File: src/rtl/hazard_sched_ctrl_if.sv
// Signal bundle between the RV32I pipeline datapath (master) and the hazard/scheduling controller (slave).
// Mul/div handshake: MdStart_E is a level held while the op sits in EX; MdDone is a one-cycle pulse, and the op retires in the cycle where both are high.
interface hazard_sched_ctrl_if #(
  parameter int REG_ADDR_WIDTH = 5,
  parameter int CNT_WIDTH      = 32
);
  logic [REG_ADDR_WIDTH-1:0] Rs1_D, Rs2_D, Rs1_E, Rs2_E, Rd_E, Rd_M, Rd_W;
  logic                      RegWrite_M, RegWrite_W, Load_E, PCSrc_E, MdStart_E, MdDone;
  logic [1:0]                ForwardA_E, ForwardB_E;
  logic                      Stall_F, Stall_D, Stall_E;
  logic                      Flush_D, Flush_E, Flush_M;
  logic                      MdBusy, MdTimeout;
  logic [CNT_WIDTH-1:0]      StallCount;
  logic                      md_state;

  modport master (
    output Rs1_D, Rs2_D, Rs1_E, Rs2_E, Rd_E, Rd_M, Rd_W,
    output RegWrite_M, RegWrite_W, Load_E, PCSrc_E, MdStart_E, MdDone,
    input  ForwardA_E, ForwardB_E, Stall_F, Stall_D, Stall_E,
    input  Flush_D, Flush_E, Flush_M, MdBusy, MdTimeout, StallCount, md_state
  );

  modport slave (
    input  Rs1_D, Rs2_D, Rs1_E, Rs2_E, Rd_E, Rd_M, Rd_W,
    input  RegWrite_M, RegWrite_W, Load_E, PCSrc_E, MdStart_E, MdDone,
    output ForwardA_E, ForwardB_E, Stall_F, Stall_D, Stall_E,
    output Flush_D, Flush_E, Flush_M, MdBusy, MdTimeout, StallCount, md_state
  );
endinterface

File: src/rtl/hazard_sched_ctrl.sv
// Hazard and scheduling control for the 5-stage RV32I pipeline: forwarding, load-use stall,
// branch flush, mul/div sequencing with watchdog, and a saturating stall-cycle counter.
module hazard_sched_ctrl #(
  parameter int REG_ADDR_WIDTH = 5,
  parameter int MD_TIMEOUT     = 64,
  parameter int CNT_WIDTH      = 32
) (
  input  logic               clk,
  input  logic               rst,
  hazard_sched_ctrl_if.slave hz
);

  localparam int TW = $clog2(MD_TIMEOUT);

  typedef enum logic {S_RUN = 1'b0, S_BUSY = 1'b1} state_t;

  state_t               state;
  logic [TW-1:0]        md_cnt;
  logic                 md_timeout;
  logic [CNT_WIDTH-1:0] stall_count;

  logic       lw_stall;
  logic       stall_f, stall_d, stall_e;
  logic       flush_d, flush_e, flush_m;
  logic [1:0] fwd_a, fwd_b;

  always_comb begin
    fwd_a = 2'b00;
    fwd_b = 2'b00;
    if (hz.RegWrite_M && hz.Rd_M != REG_ADDR_WIDTH'(0) && hz.Rd_M == hz.Rs1_E)
      fwd_a = 2'b10;
    else if (hz.RegWrite_W && hz.Rd_W != REG_ADDR_WIDTH'(0) && hz.Rd_W == hz.Rs1_E)
      fwd_a = 2'b01;
    if (hz.RegWrite_M && hz.Rd_M != REG_ADDR_WIDTH'(0) && hz.Rd_M == hz.Rs2_E)
      fwd_b = 2'b10;
    else if (hz.RegWrite_W && hz.Rd_W != REG_ADDR_WIDTH'(0) && hz.Rd_W == hz.Rs2_E)
      fwd_b = 2'b01;
  end

  assign lw_stall = hz.Load_E && (hz.Rd_E != REG_ADDR_WIDTH'(0)) &&
                    ((hz.Rd_E == hz.Rs1_D) || (hz.Rd_E == hz.Rs2_D));

  // In BUSY the EX slot belongs to the mul/div op, so branch and load-use are not evaluated.
  always_comb begin
    stall_f = 1'b0;
    stall_d = 1'b0;
    stall_e = 1'b0;
    flush_d = 1'b0;
    flush_e = 1'b0;
    flush_m = 1'b0;
    if (!rst) begin
      if (state == S_BUSY) begin
        stall_f = ~hz.MdDone;
        stall_d = ~hz.MdDone;
        stall_e = ~hz.MdDone;
        flush_m = ~hz.MdDone;
      end else if (hz.PCSrc_E) begin
        flush_d = 1'b1;
        flush_e = 1'b1;
      end else if (hz.MdStart_E && !hz.MdDone) begin
        stall_f = 1'b1;
        stall_d = 1'b1;
        stall_e = 1'b1;
        flush_m = 1'b1;
      end else if (lw_stall) begin
        stall_f = 1'b1;
        stall_d = 1'b1;
        flush_e = 1'b1;
      end
    end
  end

  always_ff @(posedge clk) begin
    if (rst) begin
      state       <= S_RUN;
      md_cnt      <= '0;
      md_timeout  <= 1'b0;
      stall_count <= '0;
    end else begin
      if (stall_f && (stall_count != '1))
        stall_count <= stall_count + 1'b1;
      case (state)
        S_RUN: begin
          if (!hz.PCSrc_E && hz.MdStart_E && !hz.MdDone) begin
            state  <= S_BUSY;
            md_cnt <= '0;
          end
        end
        S_BUSY: begin
          if (hz.MdDone) begin
            state <= S_RUN;
          end else if (md_cnt == TW'(MD_TIMEOUT - 1)) begin
            // Watchdog abort: release the pipeline and latch the error until reset.
            md_timeout <= 1'b1;
            state      <= S_RUN;
          end else begin
            md_cnt <= md_cnt + 1'b1;
          end
        end
        default: state <= S_RUN;
      endcase
    end
  end

  assign hz.ForwardA_E = rst ? 2'b00 : fwd_a;
  assign hz.ForwardB_E = rst ? 2'b00 : fwd_b;
  assign hz.Stall_F    = stall_f;
  assign hz.Stall_D    = stall_d;
  assign hz.Stall_E    = stall_e;
  assign hz.Flush_D    = flush_d;
  assign hz.Flush_E    = flush_e;
  assign hz.Flush_M    = flush_m;
  assign hz.MdBusy     = !rst && (state == S_BUSY);
  assign hz.MdTimeout  = !rst && md_timeout;
  assign hz.StallCount = rst ? CNT_WIDTH'(0) : stall_count;
  assign hz.md_state   = (state == S_BUSY);

endmodule

File: src/flat_wrapper.sv
// flat-port wrapper written by rule: the top's interface ports become plain ports
module hazard_sched_ctrl_flat 
#(
  parameter int REG_ADDR_WIDTH = 5,
  parameter int MD_TIMEOUT     = 64,
  parameter int CNT_WIDTH      = 32
)
  (clk, rst, hz_Rs1_D, hz_Rs2_D, hz_Rs1_E, hz_Rs2_E, hz_Rd_E, hz_Rd_M, hz_Rd_W, hz_RegWrite_M, hz_RegWrite_W, hz_Load_E, hz_PCSrc_E, hz_MdStart_E, hz_MdDone, hz_ForwardA_E, hz_ForwardB_E, hz_Stall_F, hz_Stall_D, hz_Stall_E, hz_Flush_D, hz_Flush_E, hz_Flush_M, hz_MdBusy, hz_MdTimeout, hz_StallCount, hz_md_state);
  hazard_sched_ctrl_if #(.REG_ADDR_WIDTH(REG_ADDR_WIDTH), .CNT_WIDTH(CNT_WIDTH)) hz_i ();
  input  logic clk;
  input  logic rst;
  input wire logic [$bits(hz_i.Rs1_D)-1:0] hz_Rs1_D;
  input wire logic [$bits(hz_i.Rs2_D)-1:0] hz_Rs2_D;
  input wire logic [$bits(hz_i.Rs1_E)-1:0] hz_Rs1_E;
  input wire logic [$bits(hz_i.Rs2_E)-1:0] hz_Rs2_E;
  input wire logic [$bits(hz_i.Rd_E)-1:0] hz_Rd_E;
  input wire logic [$bits(hz_i.Rd_M)-1:0] hz_Rd_M;
  input wire logic [$bits(hz_i.Rd_W)-1:0] hz_Rd_W;
  input wire logic [$bits(hz_i.RegWrite_M)-1:0] hz_RegWrite_M;
  input wire logic [$bits(hz_i.RegWrite_W)-1:0] hz_RegWrite_W;
  input wire logic [$bits(hz_i.Load_E)-1:0] hz_Load_E;
  input wire logic [$bits(hz_i.PCSrc_E)-1:0] hz_PCSrc_E;
  input wire logic [$bits(hz_i.MdStart_E)-1:0] hz_MdStart_E;
  input wire logic [$bits(hz_i.MdDone)-1:0] hz_MdDone;
  output wire logic [$bits(hz_i.ForwardA_E)-1:0] hz_ForwardA_E;
  output wire logic [$bits(hz_i.ForwardB_E)-1:0] hz_ForwardB_E;
  output wire logic [$bits(hz_i.Stall_F)-1:0] hz_Stall_F;
  output wire logic [$bits(hz_i.Stall_D)-1:0] hz_Stall_D;
  output wire logic [$bits(hz_i.Stall_E)-1:0] hz_Stall_E;
  output wire logic [$bits(hz_i.Flush_D)-1:0] hz_Flush_D;
  output wire logic [$bits(hz_i.Flush_E)-1:0] hz_Flush_E;
  output wire logic [$bits(hz_i.Flush_M)-1:0] hz_Flush_M;
  output wire logic [$bits(hz_i.MdBusy)-1:0] hz_MdBusy;
  output wire logic [$bits(hz_i.MdTimeout)-1:0] hz_MdTimeout;
  output wire logic [$bits(hz_i.StallCount)-1:0] hz_StallCount;
  output wire logic [$bits(hz_i.md_state)-1:0] hz_md_state;
  assign hz_i.Rs1_D = hz_Rs1_D;
  assign hz_i.Rs2_D = hz_Rs2_D;
  assign hz_i.Rs1_E = hz_Rs1_E;
  assign hz_i.Rs2_E = hz_Rs2_E;
  assign hz_i.Rd_E = hz_Rd_E;
  assign hz_i.Rd_M = hz_Rd_M;
  assign hz_i.Rd_W = hz_Rd_W;
  assign hz_i.RegWrite_M = hz_RegWrite_M;
  assign hz_i.RegWrite_W = hz_RegWrite_W;
  assign hz_i.Load_E = hz_Load_E;
  assign hz_i.PCSrc_E = hz_PCSrc_E;
  assign hz_i.MdStart_E = hz_MdStart_E;
  assign hz_i.MdDone = hz_MdDone;
  assign hz_ForwardA_E = hz_i.ForwardA_E;
  assign hz_ForwardB_E = hz_i.ForwardB_E;
  assign hz_Stall_F = hz_i.Stall_F;
  assign hz_Stall_D = hz_i.Stall_D;
  assign hz_Stall_E = hz_i.Stall_E;
  assign hz_Flush_D = hz_i.Flush_D;
  assign hz_Flush_E = hz_i.Flush_E;
  assign hz_Flush_M = hz_i.Flush_M;
  assign hz_MdBusy = hz_i.MdBusy;
  assign hz_MdTimeout = hz_i.MdTimeout;
  assign hz_StallCount = hz_i.StallCount;
  assign hz_md_state = hz_i.md_state;
  hazard_sched_ctrl #(.REG_ADDR_WIDTH(REG_ADDR_WIDTH), .MD_TIMEOUT(MD_TIMEOUT), .CNT_WIDTH(CNT_WIDTH)) u_core (.clk(clk), .rst(rst), .hz(hz_i));
endmodule
File: config.mk
export PLATFORM = sky130hd
export DESIGN_NAME = hazard_sched_ctrl_flat
export DESIGN_NICKNAME = d
export VERILOG_FILES = /design/src/rtl/hazard_sched_ctrl_if.sv /design/src/rtl/hazard_sched_ctrl.sv /design/src/flat_wrapper.sv
export SDC_FILE = /design/constraint.sdc
export NUM_CORES = 1
export LEC_CHECK = 0
export ABC_AREA = 1
export BUFFER_PORTS_ARGS = -buffer_cell sky130_fd_sc_hd__buf_2
export CAP_MARGIN = 40
export CORE_MARGIN = 8
export CORE_UTILIZATION = 57
export DETAILED_ROUTE_END_ITERATION = 7
export PLACE_DENSITY = 0.85
export SLEW_MARGIN = 30
export SYNTH_ARGS = -nofsm -noshare
export SYNTH_HDL_FRONTEND = slang
export SYNTH_SLANG_ARGS = --single-unit
File: constraint.sdc
create_clock -name clk -period 2.9 [get_ports clk]
set_clock_uncertainty 0.15 [all_clocks]
set_input_delay 0.58 -clock clk [delete_from_list [all_inputs] [get_ports clk]]
set_output_delay 0.58 -clock clk [all_outputs]
set_load 0.05 [all_outputs]
# Word-level counts from Yosys, hierarchy flattened
# Index checks and enable logic that the tools add are counted.
totals:
  out_inout_bits: 45
  in_bits: 43
  n_memories: 0
  reg_bits: 40
  ram_bits: 0
  latchBits: 0
  mem_bits_ro: 0
  elab_cells: 73
classes:
  mul: 0
  n_eq_ne: 11
  mux: 31
  magnitude_cmp: 0
  reduce_logical: 23
  bitwise: 2
  n_addsub: 2
  shift: 0
  div_mod_pow: 0
op_table:
  columns: ["op", "count"]
  rows:
  - ["$add A32 B1 Y32 const B", 1]
  - ["$mux W32", 1]
  - ["$ne A32 B32 Y1 const B", 1]
  - ["$eq A5 B5 Y1", 6]
  - ["$mux W1", 21]
  - ["$mux W6", 3]
  - ["$reduce_bool A5 Y1", 3]
  - ["$logic_and A1 B1 Y1", 14]
  - ["$pmux W6 S2", 1]
  - ["$mux W2", 4]
  - ["$add A6 B1 Y6 const B", 1]
  - ["$eq A6 B6 Y1 const B", 1]
  - ["$reduce_and A3 Y1", 2]
  - ["$ne A2 B2 Y1 const B", 2]
  - ["$logic_not A1 Y1", 3]
  - ["$ne A2 B1 Y1 const B", 1]
  - ["$not A1 Y1", 2]
  - ["$pmux W1 S2", 1]
  - ["$logic_or A1 B1 Y1", 1]

# Depth between registers and ports, before layout
logic_depth:
  ltp_word: 9
  depth_mapped: 12
  ltp_nobuf: 12

# Worst setup path before layout
# OpenSTA, ideal clock, no wires.
synth_timing:
  kind: "reg-to-output"
  from: "register u_core.state, in the netlist u_core.hz.md_state"
  to: "output port hz_Stall_F"
  stages_incl_launch_ff: 9
  arrival_time_ps: 2584
  required_ps: 2170
  n_path_buf: 2
  setup_slack_ps: -414
  cell_sequence: "dfxtp_1 inv_1 nand2_1 nand2_1 nor2_1 inv_1 nand2_1 buf_2 buf_4"
synth_between:
  elab_chain_cells: 2
synth_lines:
  columns: ["item", "line_no", "text"]
  rows:
  - ["from (decl)", "hazard_sched_ctrl.sv:17", "state_t state;"]
  - ["from (signal assigned)", "hazard_sched_ctrl.sv:75", "state <= S_RUN;"]
  - ["from (signal assigned)", "hazard_sched_ctrl.sv:85", "state <= S_BUSY;"]
  - ["from (signal assigned)", "hazard_sched_ctrl.sv:91", "state <= S_RUN;"]
  - ["$mux W1 (2 in series)", null, null]
  - ["to (decl)", "flat_wrapper.sv:27", "output wire logic [$bits(hz_i.Stall_F)-1:0] hz_Stall_F;"]
# No other way between the ends.

# Worst setup path after layout
layout_timing:
  from: "input port hz_Rd_M[3]"
  to: "output port hz_ForwardB_E[1]"
layout_between:
  elab_chain_cells: 5
  elab_cells_between_ends: 6
  cone_classes: "eq/ne: 1; mux: 2; reduce/logical: 3"
layout_lines:
  columns: ["item", "line_no", "text"]
  rows:
  - ["from (decl)", "flat_wrapper.sv:17", "input wire logic [$bits(hz_i.Rd_M)-1:0] hz_Rd_M;"]
  - ["$reduce_bool A5 Y1", "hazard_sched_ctrl.sv:34", "if (hz.RegWrite_M && hz.Rd_M != REG_ADDR_WIDTH'(0) && hz.Rd_M == hz.Rs2_E)"]
  - ["$logic_and A1 B1 Y1", "hazard_sched_ctrl.sv:34", null]
  - ["$logic_and A1 B1 Y1 (*)", "hazard_sched_ctrl.sv:34", null]
  - ["$mux W2 (*)", "hazard_sched_ctrl.sv:34", null]
  - ["$mux W2 (*)", "hazard_sched_ctrl.sv:106", "assign hz.ForwardB_E = rst ? 2'b00 : fwd_b;"]
  - ["to (decl)", "flat_wrapper.sv:26", "output wire logic [$bits(hz_i.ForwardB_E)-1:0] hz_ForwardB_E;"]
# Every way passes the cells marked *; elsewhere a longest branch is shown, timed or not.

==> out/metrics.yaml <==
logic_synthesis:
  yosysTopAreaCell: "dfxtp_1"
  synth_nets: 593
  yosysSeqAreaShare_pct: 25.1
  syn_inst: 548
  synth_top_cell_area_share_pct: 25.1
  ys_ff_latch: 40
  netlist_top_cells_area: "dfxtp_1, nand2_1, nor2_1, inv_1, nand3_1"
  synth-warning-count: 0
  syn_avg_cell_area_um2: 5.82
  yosysUniqueCellTypes: 38
  synth_area_um2: 3190
detailed_routing:
  drt-initial-drc-count: 248
  wl_per_cell_um: 12.9
  remaining_drc_errors: 0
  vias: 3674
  first_pass_iters: 5
  wl_mm: 9.02
  ant_nets: 0
  viasPerCell: 5.24
setup_path:
  worst-path-buf-inv: 3
  r2r-end: "u_core.stall_count[10]$_SDFFE_PP0P_"
  r2r_slack_ns: 0.52
  worstSetupEndpointType: "primary output"
  slowest_delay_ns: 0.30
  startpoint: "hz_Rd_M[3]"
  arrival_ns: 1.90
  cpMostUsedCell: "buf_2"
  rr_worst_depth: 10
  timing.rr.start: "u_core.hz.md_state$_SDFF_PP0_"
  cp-start-kind: "input port"
  path_class: "in -> out"
  worstPathMaxFanout: 3
  worstPathCellList: "buf_2, xor2_1, or2_2, nor4_1, inv_1, nor2_1, buf_2"
  cp_slowest_cell: "or2_2"
  path_delay_family: "simple AND/OR/NAND/NOR gates"
  required_ns: 2.17
clock_tree:
  clkTransAtPathRegs_ns: 0.08
  cts_setup_buffers: 0
  cts_hold_buf: 0
  cts_resized: 0
  numCtsBuffers: 5
  clk_path_buf_depth: 2
  cts-root-buf: "clkbuf_8"
  htree_num_levels: 2
  clk_latency_ns: 0.29
  cts_tree: "yes"
  clkSinkCount: 40
grt:
  grt-ovfl-total: 0
  antenna_found_initial: 0
  grt_use_total_pct: 21.3
  grt_max_degree: 51
  grt_pass1_wl_mm: 15.0
  grt_pass1_vias: 3449
worst_hold_path:
  hold_path_class: "reg -> reg"
  worstHoldPathCells: 2
  min_delay_worst_endpoint: "u_core.stall_count[31]$_SDFFE_PP0P_"
  min_from: "u_core.stall_count[31]$_SDFFE_PP0P_"
final_layout:
  n_antenna_cell: 0
  fin_cells: 701
  post-route-util_pct: 68.8
  syn_to_final_growth_pct: 17.3
  drive_above_1_share_pct: 18.3
  fin_nets: 674
placement:
  post-place-cells: 694
  place_congestion: 0.925
  dpl.hpwl_mm: 7.11
  io_buffers: 87
power_and_ir_drop:
  p_total_w: 0.00108
  irDropWorstVdd_v: 0.000182
  power_density_nw_per_um2: 288
  p_leak_nw: 1.67
sta:
  setup_tns_ns: 0
  hold_ws_ns: 0.335
  finalSetupViolCount: 0
  fin_crit_sh_pct: 90.6
  max-slew-margin-rel_pct: 66.8
  worstMarginPinSlew_ns: 0.495
  period_minus_slack_ns: 2.63
  max_freq_mhz: 381
  final_hold_viol_count: 0
  rsz0062_at_grt: "no"
  slew_viol_final: 0
run_status:
  status: "finished clean"
floorplan:
  fp-row-count: 27
  die_h_um: 90.8
  die_area_um2: 8240
  core_um2: 5440
  ios: 88
  initial_utilization_pct: 58.6
  die_w_um: 90.8
flow_run:
  maxCapViolations: 0
[registers in the layout, indices dropped and copies added, names as in the netlist]
signal and flops:
u_core.hz.md_state 1, u_core.md_cnt 6, u_core.md_timeout 1, u_core.stall_count 32
[cell families (layout without fill, tap and decap cells)]
| family | Yosys count | count (layout) | synth area share (%) |
|---|---|---|---|
| flip-flops | 40 | 40 | 25.1 |
| AND/OR/NAND/NOR | 325 | 325 | 43.9 |
| XOR/XNOR | 33 | 33 | 9.07 |
| buffers and inverters | 98 | 179 | 12.4 |
| adder cells (fa/ha/maj) | 2 | 2 | 0.785 |
| AO/OA/AOI/OAI | 50 | 50 | 8.75 |
[worst min-delay path, cell delays in order (launching register included)]
cell and delay, ns:
dfxtp_1 0.32, nand2_1 0.07, a21oi_1 0.05
[cell usage after synthesis]
master	n
o21bai_1	1
nand4_2	1
nand2_2	1
a211oi_1	2
ha_1	2
and2_1	1
nand4_1	7
inv_1	76
xor2_1	26
nor4_1	3
nand3_1	51
inv_2	3
nor2_1	93
clkbuf_1	5
dfxtp_1	40
o31ai_1	1
a31oi_1	1
nor2_2	1
xnor2_1	7
nor3_2	1
nand2_1	136
o41ai_1	1
buf_2	4
nand3_2	2
a21o_1	1
o21ai_0	4
or2_2	4
nor3b_1	1
a21oi_1	35
o211ai_1	2
nor3_1	21
buf_1	5
buf_4	2
clkinv_1	1
buf_6	2
nor2_4	2
a22oi_1	1
a31o_2	1
[power breakdown]
part | total (W) | switching [W] | internal, W
Combinational | 0.000174 | 0.000112 | 0.0000618
Sequential | 0.000553 | 0.00000233 | 0.000551
Clock | 0.000351 | 0.000187 | 0.000164
[worst max-delay path by stage]
stage	endpoint	depth (start not counted)
after detailed placement	u_core.stall_count[10]$_SDFFE_PP0P_	13
after CTS	hz_ForwardB_E[1]	7
after global routing	hz_ForwardA_E[1]	7
final	hz_ForwardB_E[1]	7
after global placement	u_core.stall_count[25]$_SDFFE_PP0P_	12
after floorplan	hz_Flush_E	8
[layout by cell type, fill, tap and decap left out]
cell type  Yosys  final
nand2_1      136    136
nor2_1        93     92
buf_2          4     87
inv_1         76     76
nand3_1       51     51
dfxtp_1       40     40
a21oi_1       35     35
xor2_1        26     26
nor3_1        21     21
xnor2_1        7      7
nand4_1        7      7
clkbuf_8       0      5
buf_4          2      5
o21ai_0        4      4
or2_2          4      4
nor4_1         3      3
nor2_4         2      3
inv_2          3      3
o211ai_1       2      2
a211oi_1       2      2
nand3_2        2      2
ha_1           2      2
o41ai_1        1      1
nor2_2         1      1
and2_1         1      1
nand4_2        1      1
nand2_2        1      1
clkinv_1       1      1
a31oi_1        1      1
nor3_2         1      1
o21bai_1       1      1
a21o_1         1      1
nor3b_1        1      1
o31ai_1        1      1
a22oi_1        1      1
a31o_2         1      1
clkinv_2       0      1
clkbuf_1       5      1
[area by class of cell]
cell class | instances | area, um2
multi-input combinational | 410 | 2000
inverter | 80 | 300
clock buffer | 6 | 72.6
fill | 510 | 1700
timing repair buffer | 92 | 473
clock inverter | 1 | 5.00
tap | 72 | 90.1
sequential | 40 | 801
[metal layers]
| layer | global-route usage (%) | routed length (um) |
|---|---|---|
| met1 | 23.8 | 3820 |
| met2 | 37.1 | 4370 |
| met3 | 6.48 | 663 |
| met4 | 7.37 | 161 |
| met5 | 0 | 0 |
[metrics by stage]
| stage | instance area, um2 | setup WS, ns |
|---|---|---|
| final | 3740 | 0.274 |
| after global routing | 3740 | 0.152 |
| after CTS | 3740 | 0.270 |
| after detailed placement | 3660 | 0.212 |
| after global placement | 3660 | 0.290 |
| after floorplan | 3200 | 0.0145 |
No activity file was read; power rests on OpenSTA's default activity.
